--- src/rtl/mem_access_stage_pkg.sv ---
// Shared types, default widths and helpers for the memory-access pipeline stage.
package mem_stage_pkg;

    localparam int DATA_W_DEF  = 20;
    localparam int ADDR_W_DEF  = 20;
    localparam int INSTR_W_DEF = 20;
    localparam int TIMEOUT_DEF = 15;
    localparam int MAX_W       = 64;

    typedef enum logic [1:0] {
        IDLE,
        MEM,
        HOLD,
        DRAIN
    } stageState_t;

    // Zero-extends or truncates an address to the result width; callers cast down from MAX_W.
    function automatic logic [MAX_W-1:0] resizeAddr(input logic [MAX_W-1:0] addr, input int dataW);
        logic [MAX_W-1:0] r;
        r = addr;
        for (int i = 0; i < MAX_W; i++) begin
            if (i >= dataW) r[i] = 1'b0;
        end
        return r;
    endfunction

endpackage

--- src/rtl/mem_access_stage_if.sv ---
// Bundle of the EX-side, memory-side and WB-side handshakes of the memory-access stage.
// master is the stage's own view; slave is the surrounding pipeline and memory.
interface mem_access_stage_if
    import mem_stage_pkg::*;
#(
    parameter int DATA_W  = DATA_W_DEF,
    parameter int ADDR_W  = ADDR_W_DEF,
    parameter int INSTR_W = INSTR_W_DEF
);
    logic               flush;
    logic               inValid;
    logic               inReady;
    logic [INSTR_W-1:0] inInstruction;
    logic [ADDR_W-1:0]  inAddress;
    logic [DATA_W-1:0]  inWriteData;
    logic               inWriteEnable;
    logic               inReadEnable;
    logic               memReq;
    logic               memWe;
    logic [ADDR_W-1:0]  memAddr;
    logic [DATA_W-1:0]  memWdata;
    logic               memAck;
    logic [DATA_W-1:0]  memRdata;
    logic               outValid;
    logic               outReady;
    logic [INSTR_W-1:0] outInstruction;
    logic [DATA_W-1:0]  outResult;
    logic               outIsLoad;
    logic               outError;
    logic               busy;

    modport master (
        input  flush, inValid, inInstruction, inAddress, inWriteData, inWriteEnable,
               inReadEnable, memAck, memRdata, outReady,
        output inReady, memReq, memWe, memAddr, memWdata, outValid, outInstruction,
               outResult, outIsLoad, outError, busy
    );

    modport slave (
        output flush, inValid, inInstruction, inAddress, inWriteData, inWriteEnable,
               inReadEnable, memAck, memRdata, outReady,
        input  inReady, memReq, memWe, memAddr, memWdata, outValid, outInstruction,
               outResult, outIsLoad, outError, busy
    );

endinterface

--- src/rtl/mem_access_stage_timer.sv ---
// Counts cycles a memory request has waited; expired_o flags the last permitted cycle.
module mem_req_timer #(
    parameter int TIMEOUT = 15
) (
    input  logic clock,
    input  logic resetn,
    input  logic clear_i,
    input  logic enable_i,
    output logic expired_o
);
    localparam int CNT_W = $clog2(TIMEOUT + 1);
    localparam logic [CNT_W-1:0] LAST = CNT_W'(TIMEOUT - 1);

    logic [CNT_W-1:0] count_q, count_d;

    always_comb begin
        count_d = count_q;
        if (clear_i) begin
            count_d = '0;
        end else if (enable_i && (count_q != LAST)) begin
            count_d = count_q + 1'b1;
        end
    end

    always_ff @(posedge clock) begin
        if (!resetn) begin
            count_q <= '0;
        end else begin
            count_q <= count_d;
        end
    end

    // Asserted on the TIMEOUT-th waiting cycle so memReq is high for exactly TIMEOUT cycles.
    assign expired_o = enable_i && (count_q == LAST);

endmodule

--- src/rtl/mem_access_stage.sv ---
// Registered, handshaked memory-access stage between execute and write-back.
// Single entry: capture from EX, complete the memory access, hold the result for WB.
module mem_access_stage
    import mem_stage_pkg::*;
#(
    parameter int DATA_W  = DATA_W_DEF,
    parameter int ADDR_W  = ADDR_W_DEF,
    parameter int INSTR_W = INSTR_W_DEF,
    parameter int TIMEOUT = TIMEOUT_DEF
) (
    input  logic               clock,
    input  logic               resetn,
    mem_access_stage_if.master bus
);
    stageState_t        state_q, state_d;
    logic [INSTR_W-1:0] instr_q, instr_d;
    logic [ADDR_W-1:0]  addr_q, addr_d;
    logic [DATA_W-1:0]  wdata_q, wdata_d;
    logic               isStore_q, isStore_d;
    logic [DATA_W-1:0]  result_q, result_d;
    logic               isLoad_q, isLoad_d;
    logic               error_q, error_d;

    logic inReady, accept, memActive, timerClear, timerExpired;

    function automatic logic [DATA_W-1:0] toResult(input logic [ADDR_W-1:0] a);
        return DATA_W'(resizeAddr(MAX_W'(a), DATA_W));
    endfunction

    assign memActive = (state_q == MEM) || (state_q == DRAIN);
    assign inReady   = resetn && !bus.flush &&
                       ((state_q == IDLE) || ((state_q == HOLD) && bus.outReady));
    assign accept    = bus.inValid && inReady;

    // A fresh timeout window starts whenever MEM or DRAIN is entered.
    assign timerClear = ((state_d == MEM) && (state_q != MEM)) ||
                        ((state_d == DRAIN) && (state_q != DRAIN));

    mem_req_timer #(.TIMEOUT(TIMEOUT)) timer (
        .clock     (clock),
        .resetn    (resetn),
        .clear_i   (timerClear),
        .enable_i  (memActive && !bus.memAck),
        .expired_o (timerExpired)
    );

    always_comb begin
        state_d   = state_q;
        instr_d   = instr_q;
        addr_d    = addr_q;
        wdata_d   = wdata_q;
        isStore_d = isStore_q;
        result_d  = result_q;
        isLoad_d  = isLoad_q;
        error_d   = error_q;
        case (state_q)
            IDLE, HOLD: begin
                if (accept) begin
                    instr_d   = bus.inInstruction;
                    addr_d    = bus.inAddress;
                    wdata_d   = bus.inWriteData;
                    isStore_d = bus.inWriteEnable;
                    result_d  = toResult(bus.inAddress);
                    isLoad_d  = 1'b0;
                    error_d   = 1'b0;
                    state_d   = (bus.inWriteEnable || bus.inReadEnable) ? MEM : HOLD;
                end else if (bus.flush || ((state_q == HOLD) && bus.outReady)) begin
                    state_d = IDLE;
                end
            end
            MEM: begin
                // An ack coinciding with a flush still completes the bus cycle, so no drain is needed.
                if (bus.memAck) begin
                    state_d = bus.flush ? IDLE : HOLD;
                    if (isStore_q) begin
                        result_d = toResult(addr_q);
                    end else begin
                        result_d = bus.memRdata;
                        isLoad_d = 1'b1;
                    end
                end else if (timerExpired) begin
                    state_d  = bus.flush ? IDLE : HOLD;
                    result_d = '0;
                    error_d  = 1'b1;
                end else if (bus.flush) begin
                    state_d = DRAIN;
                end
            end
            DRAIN: begin
                if (bus.memAck || timerExpired) state_d = IDLE;
            end
            default: state_d = IDLE;
        endcase
    end

    always_ff @(posedge clock) begin
        if (!resetn) begin
            state_q   <= IDLE;
            instr_q   <= '0;
            addr_q    <= '0;
            wdata_q   <= '0;
            isStore_q <= 1'b0;
            result_q  <= '0;
            isLoad_q  <= 1'b0;
            error_q   <= 1'b0;
        end else begin
            state_q   <= state_d;
            instr_q   <= instr_d;
            addr_q    <= addr_d;
            wdata_q   <= wdata_d;
            isStore_q <= isStore_d;
            result_q  <= result_d;
            isLoad_q  <= isLoad_d;
            error_q   <= error_d;
        end
    end

    assign bus.inReady        = inReady;
    assign bus.memReq         = memActive;
    assign bus.memWe          = memActive && isStore_q;
    assign bus.memAddr        = addr_q;
    assign bus.memWdata       = wdata_q;
    assign bus.outValid       = (state_q == HOLD);
    assign bus.outInstruction = instr_q;
    assign bus.outResult      = result_q;
    assign bus.outIsLoad      = isLoad_q;
    assign bus.outError       = error_q;
    assign bus.busy           = (state_q != IDLE);

endmodule

--- src/flat_wrapper.sv ---
// flat-port wrapper written by rule: the top's interface ports become plain ports
module mem_access_stage_flat import mem_stage_pkg::*;
#(
    parameter int DATA_W  = DATA_W_DEF,
    parameter int ADDR_W  = ADDR_W_DEF,
    parameter int INSTR_W = INSTR_W_DEF,
    parameter int TIMEOUT = TIMEOUT_DEF
)
  (clock, resetn, bus_flush, bus_inValid, bus_inInstruction, bus_inAddress, bus_inWriteData, bus_inWriteEnable, bus_inReadEnable, bus_memAck, bus_memRdata, bus_outReady, bus_inReady, bus_memReq, bus_memWe, bus_memAddr, bus_memWdata, bus_outValid, bus_outInstruction, bus_outResult, bus_outIsLoad, bus_outError, bus_busy);
  mem_access_stage_if #(.DATA_W(DATA_W), .ADDR_W(ADDR_W), .INSTR_W(INSTR_W)) bus_i ();
  input  logic clock;
  input  logic resetn;
  input wire logic [$bits(bus_i.flush)-1:0] bus_flush;
  input wire logic [$bits(bus_i.inValid)-1:0] bus_inValid;
  input wire logic [$bits(bus_i.inInstruction)-1:0] bus_inInstruction;
  input wire logic [$bits(bus_i.inAddress)-1:0] bus_inAddress;
  input wire logic [$bits(bus_i.inWriteData)-1:0] bus_inWriteData;
  input wire logic [$bits(bus_i.inWriteEnable)-1:0] bus_inWriteEnable;
  input wire logic [$bits(bus_i.inReadEnable)-1:0] bus_inReadEnable;
  input wire logic [$bits(bus_i.memAck)-1:0] bus_memAck;
  input wire logic [$bits(bus_i.memRdata)-1:0] bus_memRdata;
  input wire logic [$bits(bus_i.outReady)-1:0] bus_outReady;
  output wire logic [$bits(bus_i.inReady)-1:0] bus_inReady;
  output wire logic [$bits(bus_i.memReq)-1:0] bus_memReq;
  output wire logic [$bits(bus_i.memWe)-1:0] bus_memWe;
  output wire logic [$bits(bus_i.memAddr)-1:0] bus_memAddr;
  output wire logic [$bits(bus_i.memWdata)-1:0] bus_memWdata;
  output wire logic [$bits(bus_i.outValid)-1:0] bus_outValid;
  output wire logic [$bits(bus_i.outInstruction)-1:0] bus_outInstruction;
  output wire logic [$bits(bus_i.outResult)-1:0] bus_outResult;
  output wire logic [$bits(bus_i.outIsLoad)-1:0] bus_outIsLoad;
  output wire logic [$bits(bus_i.outError)-1:0] bus_outError;
  output wire logic [$bits(bus_i.busy)-1:0] bus_busy;
  assign bus_i.flush = bus_flush;
  assign bus_i.inValid = bus_inValid;
  assign bus_i.inInstruction = bus_inInstruction;
  assign bus_i.inAddress = bus_inAddress;
  assign bus_i.inWriteData = bus_inWriteData;
  assign bus_i.inWriteEnable = bus_inWriteEnable;
  assign bus_i.inReadEnable = bus_inReadEnable;
  assign bus_i.memAck = bus_memAck;
  assign bus_i.memRdata = bus_memRdata;
  assign bus_i.outReady = bus_outReady;
  assign bus_inReady = bus_i.inReady;
  assign bus_memReq = bus_i.memReq;
  assign bus_memWe = bus_i.memWe;
  assign bus_memAddr = bus_i.memAddr;
  assign bus_memWdata = bus_i.memWdata;
  assign bus_outValid = bus_i.outValid;
  assign bus_outInstruction = bus_i.outInstruction;
  assign bus_outResult = bus_i.outResult;
  assign bus_outIsLoad = bus_i.outIsLoad;
  assign bus_outError = bus_i.outError;
  assign bus_busy = bus_i.busy;
  mem_access_stage #(.DATA_W(DATA_W), .ADDR_W(ADDR_W), .INSTR_W(INSTR_W), .TIMEOUT(TIMEOUT)) u_core (.clock(clock), .resetn(resetn), .bus(bus_i));
endmodule
--- config.mk ---
export PLATFORM = sky130hd
export DESIGN_NAME = mem_access_stage_flat
export DESIGN_NICKNAME = d
export VERILOG_FILES = /design/src/rtl/mem_access_stage_pkg.sv /design/src/rtl/mem_access_stage_if.sv /design/src/rtl/mem_access_stage_timer.sv /design/src/rtl/mem_access_stage.sv /design/src/flat_wrapper.sv
export SDC_FILE = /design/constraint.sdc
export NUM_CORES = 1
export LEC_CHECK = 0
export BUFFER_PORTS_ARGS = -buffer_cell sky130_fd_sc_hd__buf_2
export CAP_MARGIN = 20
export CORE_UTILIZATION = 51
export DETAILED_ROUTE_END_ITERATION = 8
export PLACE_DENSITY = 0.86
export SYNTH_ARGS = -nofsm -noshare
export SYNTH_HDL_FRONTEND = slang
export SYNTH_SLANG_ARGS = --single-unit
--- constraint.sdc ---
create_clock -name clock -period 3.2 [get_ports clock]
set_clock_uncertainty 0.1 [all_clocks]
set_input_delay 0.48 -clock clock [delete_from_list [all_inputs] [get_ports clock]]
set_output_delay 0.48 -clock clock [all_outputs]
set_load 0.05 [all_outputs]
==> parameters.txt, run 1 <==
Parameter                              Value

Status
  Result of the run    finished clean

Setup path
  Crit-path cells    nand2b_1, buf_4, nor2_2, o31ai_1, a21oi_1
  Worst path slowest cell    nor2_2
  Critical path required time    3.37 ns
  Worst setup EP type    flop
  Register-to-register path setup slack    1.08 ns
  Category of cells accounting for the largest share of critical-path delay    simple AND/OR/NAND/NOR gates
  End of the worst register-to-register path    u_core.bus.outResult[19]
  Worst R2R Start    u_core.state_q[0]
  Cells on worst reg2reg path    5
  Buf/Inv on CP    1
  Launching element type of the critical path    flop
  Arrival time at the worst endpoint    between 2 and 2.5 ns
  Maximum fanout count along the critical path    25
  Type of the worst setup path    flop to flop
  Longest individual stage delay on the worst path    approximately 0.7 ns

Placement
  Instance area after placement    4710 µm²
  Final weighted congestion in routability-driven placement    0.783
  # port buffers    ~170
  Detailed-placement wirelength estimate    a little under 7 mm

Timing
  RSZ-0062 raised after global routing    false
  Max Clock Freq    roughly 470 MHz
  Worst Max-Slew Pin Slew    about 0.89 ns
  Final critical path time including I/O delays and setup    2.12 ns
  Final setup violation count    0
  Final max-slew violation count    0
  Final critical-path share of the clock period    66.4%
  Final number of hold-violating endpoints    0
  Worst slew margin relative to its limit    40.4%
  Setup Total Neg Slack    0 ns

GRT
  Pin count of the biggest net entering global routing    83
  Tot GR Track Use    approximately a quarter
  Number of antenna violations at the first check in global routing    0
  Wire length of the first global-routing pass    ~15 mm
  Via count of the first global-routing pass    3288
  Total global routing overflow    0

Drt
  DRT iter0 DRCs    146
  First drt pass iteration count    4
  Vias per Instance    roughly 5.3
  DRC viols    0
  Vias    between 3000 and 4000
  Final antenna-violating net count    0
  Total Wirelength    a little under 10 mm
  Per-cell routed wire length    between 10 and 15 µm

Min path
  Hold_sp    bus_inWriteData[6]
  Worst Hold Endpoint    u_core.bus.memWdata[6]
  Number of stages on the worst hold path    3
  Class of the worst hold path    input pin to flop

Synthesis
  Post-synthesis area per instance    8.86 µm²
  Flip-flop and latch count after synthesis    slightly below 90
  Proportion of netlist area held by the largest area contributor    a little under half
  Area of the mapped netlist    roughly 3900 µm²
  Top_reg_cell synth    dfxtp_1
  Ranking of synthesized cells by area    dfxtp_1 46%, nand2_1 12%, a21boi_1 12%
  Number of enable-type register cells in the synthesized netlist    0
  Count of mapped cells out of synthesis    around 440
  Synth cell types    37
  Library cell occupying the most area in the post-synthesis netlist    dfxtp_1
  FFs w/ async S/R, synth    0%
  Sequential share of the synthesized area    46.1%
  Syn. warnings    0
  Nets in the synthesized netlist    526

Clocking
  Htree depth    3
  Clock buffer depth    2
  Clk_lat worst skew    ~0.34 ns
  CTS root buffer    clkbuf_8
  Number of buffers added to fix hold violations after cts    0
  TritonCTS clock tree    built
  Inserted Clock Buffers    9
  CTS clk-pin slew, worst paths    roughly 0.090 ns
  Number of setup buffers added after CTS    0
  Sinks on the clock net    between 80 and 90
  Total of cells resized after clock tree synthesis    0

Die
  Area of the core    ~7300 µm²
  Die Span X    about 90 µm
  Number of cell rows    31
  Die extent in y    roughly 89 µm
  Full die area    just under 8000 µm²
  Initial cell density of the core    ~53%
  IO Count    between 150 and 200

Cells and area
  Post-layout instance area    approximately 4900 µm²
  Area used by multi-input combinational logic    between 1500 and 2000 µm²
  Area growth from synthesis to layout    26.6%
  Sequential cell area    approximately 1800 µm²
  Filler cells    652
  Final Util    around two thirds
  Layout cell share with drive strength beyond 1    37.9%
  Ant. Diodes    0
  Number of nets at the end of the flow    roughly 680

Pwr
  Leakage    about 2.2 nW
  Power per cell area    between 400 and 500 nW/µm²
  VDD IR-drop max    0.228 mV

Flow run
  Max cap viols    0
-- cells in the mapped netlist (all sizes together) (2+ instances only) --
cell type  count
mux2          20
nor2           9
buf           24
nand2        124
o31ai         20
clkbuf        14
ha             2
a22oi         20
inv            2
nand3          4
xnor2          2
o21ai          2
nor2b          2
xor2           2
dfxtp         89
a21boi        62
a21oi         22
and3           2
nor3           3
nand2b         2
-- tightest hold or removal path, delay by kind of cell --
kind / cells / cell delay, ns
and+or+nand+nor: 1 / 0.04
AOI/OAI and AO/OA: 1 / 0.05
buffers and inverters: 1 / 0.09
-- worst max path at each step --
stage,startpoint,to,slack (ns),depth (start not counted)
5_1_grt,u_core.state_q[0],u_core.bus.outResult[17],0.89,5
3_3_place_gp,bus_flush,u_core.bus.outResult[6],1.10,5
2_1_floorplan,resetn,bus_inReady,1.28,3
3_5_place_dp,bus_flush,u_core.bus.memAddr[8],1.01,5
4_1_cts,u_core.state_q[0],u_core.bus.outResult[19],1.05,5
6_report,u_core.state_q[0],u_core.bus.outResult[19],1.08,5
-- area by class of cell --
class | count | area share, %
Multi-Input combinational cell | 307 | 38.1
Sequential cell | 89 | 36.4
Timing Repair Buffer | 182 | 19.0
Clock buffer | 12 | 3.17
Tap cell | 99 | 2.53
Clock inverter | 4 | 0.563
Inverter | 2 | 0.154
-- cells by family after synthesis --
group                      Yosys count  share of synthesized area (%)
and+or+nand+nor                    151                           16.1
DFF                                 89                           46.1
muxes                               20                           5.83
AOI/OAI and AO/OA                  130                           24.5
buffers and inverters               40                           5.93
adders and majority gates            2                          0.648
xor gates and xnor gates             4                          0.907
-- cell usage in the layout, fill, tap and decap left out, types with 2 or more instances in the layout --
cell and n:
a21boi_1 61, nor3_1 3, o31ai_2 2, inv_1 2
nand2_1 124, nor2_2 2, clkbuf_8 11, nand3_1 4
xor2_1 2, xnor2_1 2, buf_4 8, a22oi_1 20
nor2b_1 2, a21oi_1 22, mux2_2 20, and3_1 2
ha_1 2, o31ai_1 18, nor2_1 7, buf_2 174
dfxtp_1 89, clkinvlp_4 3
-- where the power goes --
part           leakage [nW]  switching [mW]  internal (mW)
Clock                0.0846           0.380          0.324
Sequential            0.724          0.0309           1.15
Combinational          1.44           0.309          0.149
Total                  2.25           0.719           1.63
-- per-stage QoR --
step	instances	hold WS [ns]	total power, mW	worst slack (ns)
6_report	695	0.259	2.35	1.08
5_1_grt	695	0.248	2.45	0.889
4_1_cts	695	0.248	2.37	1.05
3_5_place_dp	679	0.342	1.67	1.01
3_3_place_gp	679	0.337	1.66	1.10
2_1_floorplan	436	0.412	1.54	1.28
-- per-layer routing --
metal  wire length, µm  vias up  track usage (%)
met5                 0        -                0
met4               328        0             12.8
met3               464       27             4.06
met2              5080      132             43.4
met1              4040     1720             28.1
li1                  -     1801                -
-- registers in the layout (all words and copies together), names as in the netlist --
name and count:
u_core.bus.outInstruction 20, u_core.bus.outError 1, u_core.bus.memWdata 20, u_core.timer.count_q 4, u_core.bus.memAddr 20, u_core.isStore_q 1
u_core.state_q 2, u_core.bus.outIsLoad 1, u_core.bus.outResult 20
Power figures use the tool's default switching activity.
==> run 2: changes to the inputs <==
--- a/config.mk
+++ b/config.mk
@@ -7,9 +7,9 @@
 export LEC_CHECK = 0
 export BUFFER_PORTS_ARGS = -buffer_cell sky130_fd_sc_hd__buf_2
 export CAP_MARGIN = 20
-export CORE_UTILIZATION = 51
+export CORE_UTILIZATION = 47
 export DETAILED_ROUTE_END_ITERATION = 8
-export PLACE_DENSITY = 0.86
+export PLACE_DENSITY = 0.8
 export SYNTH_ARGS = -nofsm -noshare
 export SYNTH_HDL_FRONTEND = slang
 export SYNTH_SLANG_ARGS = --single-unit
==> constraint.sdc (replaced) <==
create_clock -name clock -period 2.1 [get_ports clock]
set_clock_uncertainty 0.1 [all_clocks]
set_input_delay 0.315 -clock clock [delete_from_list [all_inputs] [get_ports clock]]
set_output_delay 0.315 -clock clock [all_outputs]
set_load 0.05 [all_outputs]
==> parameters.txt, run 2 (same netlist as run 1, synthesis figures left out) <==
Parameter                              Value

Die
  IO Count    roughly 180
  Number of cell rows    32
  Area of the core    around 7800 µm²
  Initial cell density of the core    49.2%
  Full die area    ~8600 µm²
  Die Span X    92.7 µm
  Die extent in y    92.7 µm

Cells and area
  Ant. Diodes    0
  Area used by multi-input combinational logic    between 1500 and 2000 µm²
  Post-layout instance area    slightly below 5000 µm²
  Area growth from synthesis to layout    28.4%
  Sequential cell area    about 1800 µm²
  Final Util    around 63%
  Top library cells by usage in the layout, fill and taps aside    174 x buf_2, 124 x nand2_1, 89 x dfxtp_1
  Filler cells    about 700
  Most common cell after layout, fill and taps aside    buf_2
  Layout cell share with drive strength beyond 1    about two fifths
  Number of nets at the end of the flow    approximately 690

Drt
  DRC viols    0
  Final antenna-violating net count    0
  Total Wirelength    between 10 and 15 mm
  First drt pass iteration count    4
  Vias    3662
  DRT iter0 DRCs    ~110
  Vias per Instance    roughly 5.2
  Per-cell routed wire length    ~14 µm

Pwr
  Part of the power in the clock network    32.3%
  Power per cell area    approximately 750 nW/µm²
  Net switching fraction of the power    a little under a third
  Internal Dissipation    ~2.6 mW
  Relative contribution of combinational cells to total power    19.2%
  Leakage    ~2.3 nW
  Share of power burned in registers    48.5%
  VDD IR-drop max    0.330 mV
  Sw Pwr    1.13 mW

Setup path
  Worst setup EP type    primary output
  Crit-path cells    buf_4, and2_1, buf_2
  Register-to-register path setup slack    around 0.30 ns
  Launching element type of the critical path    flop
  End of the worst register-to-register path    u_core.bus.memWdata[18]
  Longest individual stage delay on the worst path    0.32 ns
  Cells on worst reg2reg path    5
  Origin of the worst setup path    u_core.isStore_q
  Type of the worst setup path    flop to primary output
  Worst R2R Start    u_core.state_q[0]
  Arrival time at the worst endpoint    between 1 and 1.5 ns
  Critical path required time    about 1.7 ns
  Worst path slowest cell    dfxtp_1
  Maximum fanout count along the critical path    23
  Setup crit end    bus_memWe

Placement
  Instance area after placement    4750 µm²
  # port buffers    about 170
  Final weighted congestion in routability-driven placement    0.804
  Detailed-placement wirelength estimate    just over 7 mm

GRT
  Number of antenna violations at the first check in global routing    0
  Wire length of the first global-routing pass    16.2 mm
  Tot GR Track Use    23.7%
  Pin count of the biggest net entering global routing    50
  Total global routing overflow    0
  Via count of the first global-routing pass    3575

Clocking
  Sinks on the clock net    89
  Htree depth    3
  Inserted Clock Buffers    9
  Clock buffer depth    2
  Clk_lat worst skew    0.35 ns
  TritonCTS clock tree    built
  CTS clk-pin slew, worst paths    0.09 ns
  CTS root buffer    clkbuf_8
  Number of setup buffers added after CTS    0

Timing
  Final critical path time including I/O delays and setup    approximately 1.9 ns
  Final setup violation count    0
  Max Clock Freq    ~540 MHz
  Post-Route Hold Slack    roughly 0.086 ns
  Final critical-path share of the clock period    between 80 and 90%
  Setup Total Neg Slack    0 ns
  Final max-slew violation count    0
  RSZ-0062 raised after global routing    false
  Final number of hold-violating endpoints    0
  Worst Max-Slew Pin Slew    0.535 ns
  Worst slew margin relative to its limit    ~64%

Flow run
  Max cap viols    0

Status
  Result of the run    finished clean

Min path
  Class of the worst hold path    input pin to flop
==> run 2: worst min path at each step <==
stage,startpoint,end,slack (ns),depth (start not counted)
floorplan,bus_inWriteEnable,u_core.isStore_q,0.35,2
finish,bus_inInstruction[1],u_core.bus.outInstruction[1],0.09,3
detailed placement,u_core.bus.outInstruction[11],u_core.bus.outInstruction[11],0.34,2
CTS,bus_inWriteData[6],u_core.bus.memWdata[6],0.07,3
global route,bus_inInstruction[1],u_core.bus.outInstruction[1],0.07,3
global placement,u_core.bus.outInstruction[13],u_core.bus.outInstruction[13],0.34,2
==> run 2: metal layers <==
metal	GRT usage (%)	routed length [µm]	share of wire (%)
met1	26.6	4220	42
met2	42.8	5160	51
met3	4.27	393	3.9
met4	11.9	267	2.7
met5	0	0	0
==> run 2: power by group through the flow <==
| stage | clock network [mW] | registers (mW) | logic [mW] |
|---|---|---|---|
| after CTS | 1.23 | 1.80 | 0.713 |
| after detailed placement | 0 | 1.84 | 0.713 |
| after global placement | 0 | 1.84 | 0.699 |
| after global routing | 1.28 | 1.81 | 0.761 |
| final | 1.20 | 1.80 | 0.713 |
| after floorplan | 0 | 2.07 | 0.268 |
==> run 2: through the flow <==
| step | worst slack (ns) | cells | total power, mW |
|---|---|---|---|
| floorplan | 0.457 | 436 | 2.34 |
| global placement | 0.293 | 687 | 2.54 |
| detailed placement | 0.0954 | 687 | 2.55 |
| CTS | 0.0922 | 703 | 3.75 |
| global route | 0.147 | 703 | 3.85 |
| finish | 0.246 | 703 | 3.71 |
==> run 2: worst max-delay path: cells and delay by family (launching register included) <==
family | cells | cell delay [ns]
AND/OR/NAND/NOR | 1 | 0.19
flip-flops | 1 | 0.32
buffers and inverters | 2 | 0.58
==> run 2: cell type report <==
type / instances / share of cell area [%]
multi-input cells: 307 / 37.5
flip-flops and latches: 89 / 35.9
repair buffers: 187 / 19.8
clock buffers: 10 / 2.77
well taps: 102 / 2.57
clock inverters: 6 / 1.34
inverters: 2 / 0.151
==> run 2: what timing repair did <==
| action | CTS | global route |
|---|---|---|
| hold buffers | 0 | 0 |
| endpoints found under the setup margin | 0 | 11 |
| resized for setup | 0 | 1 |
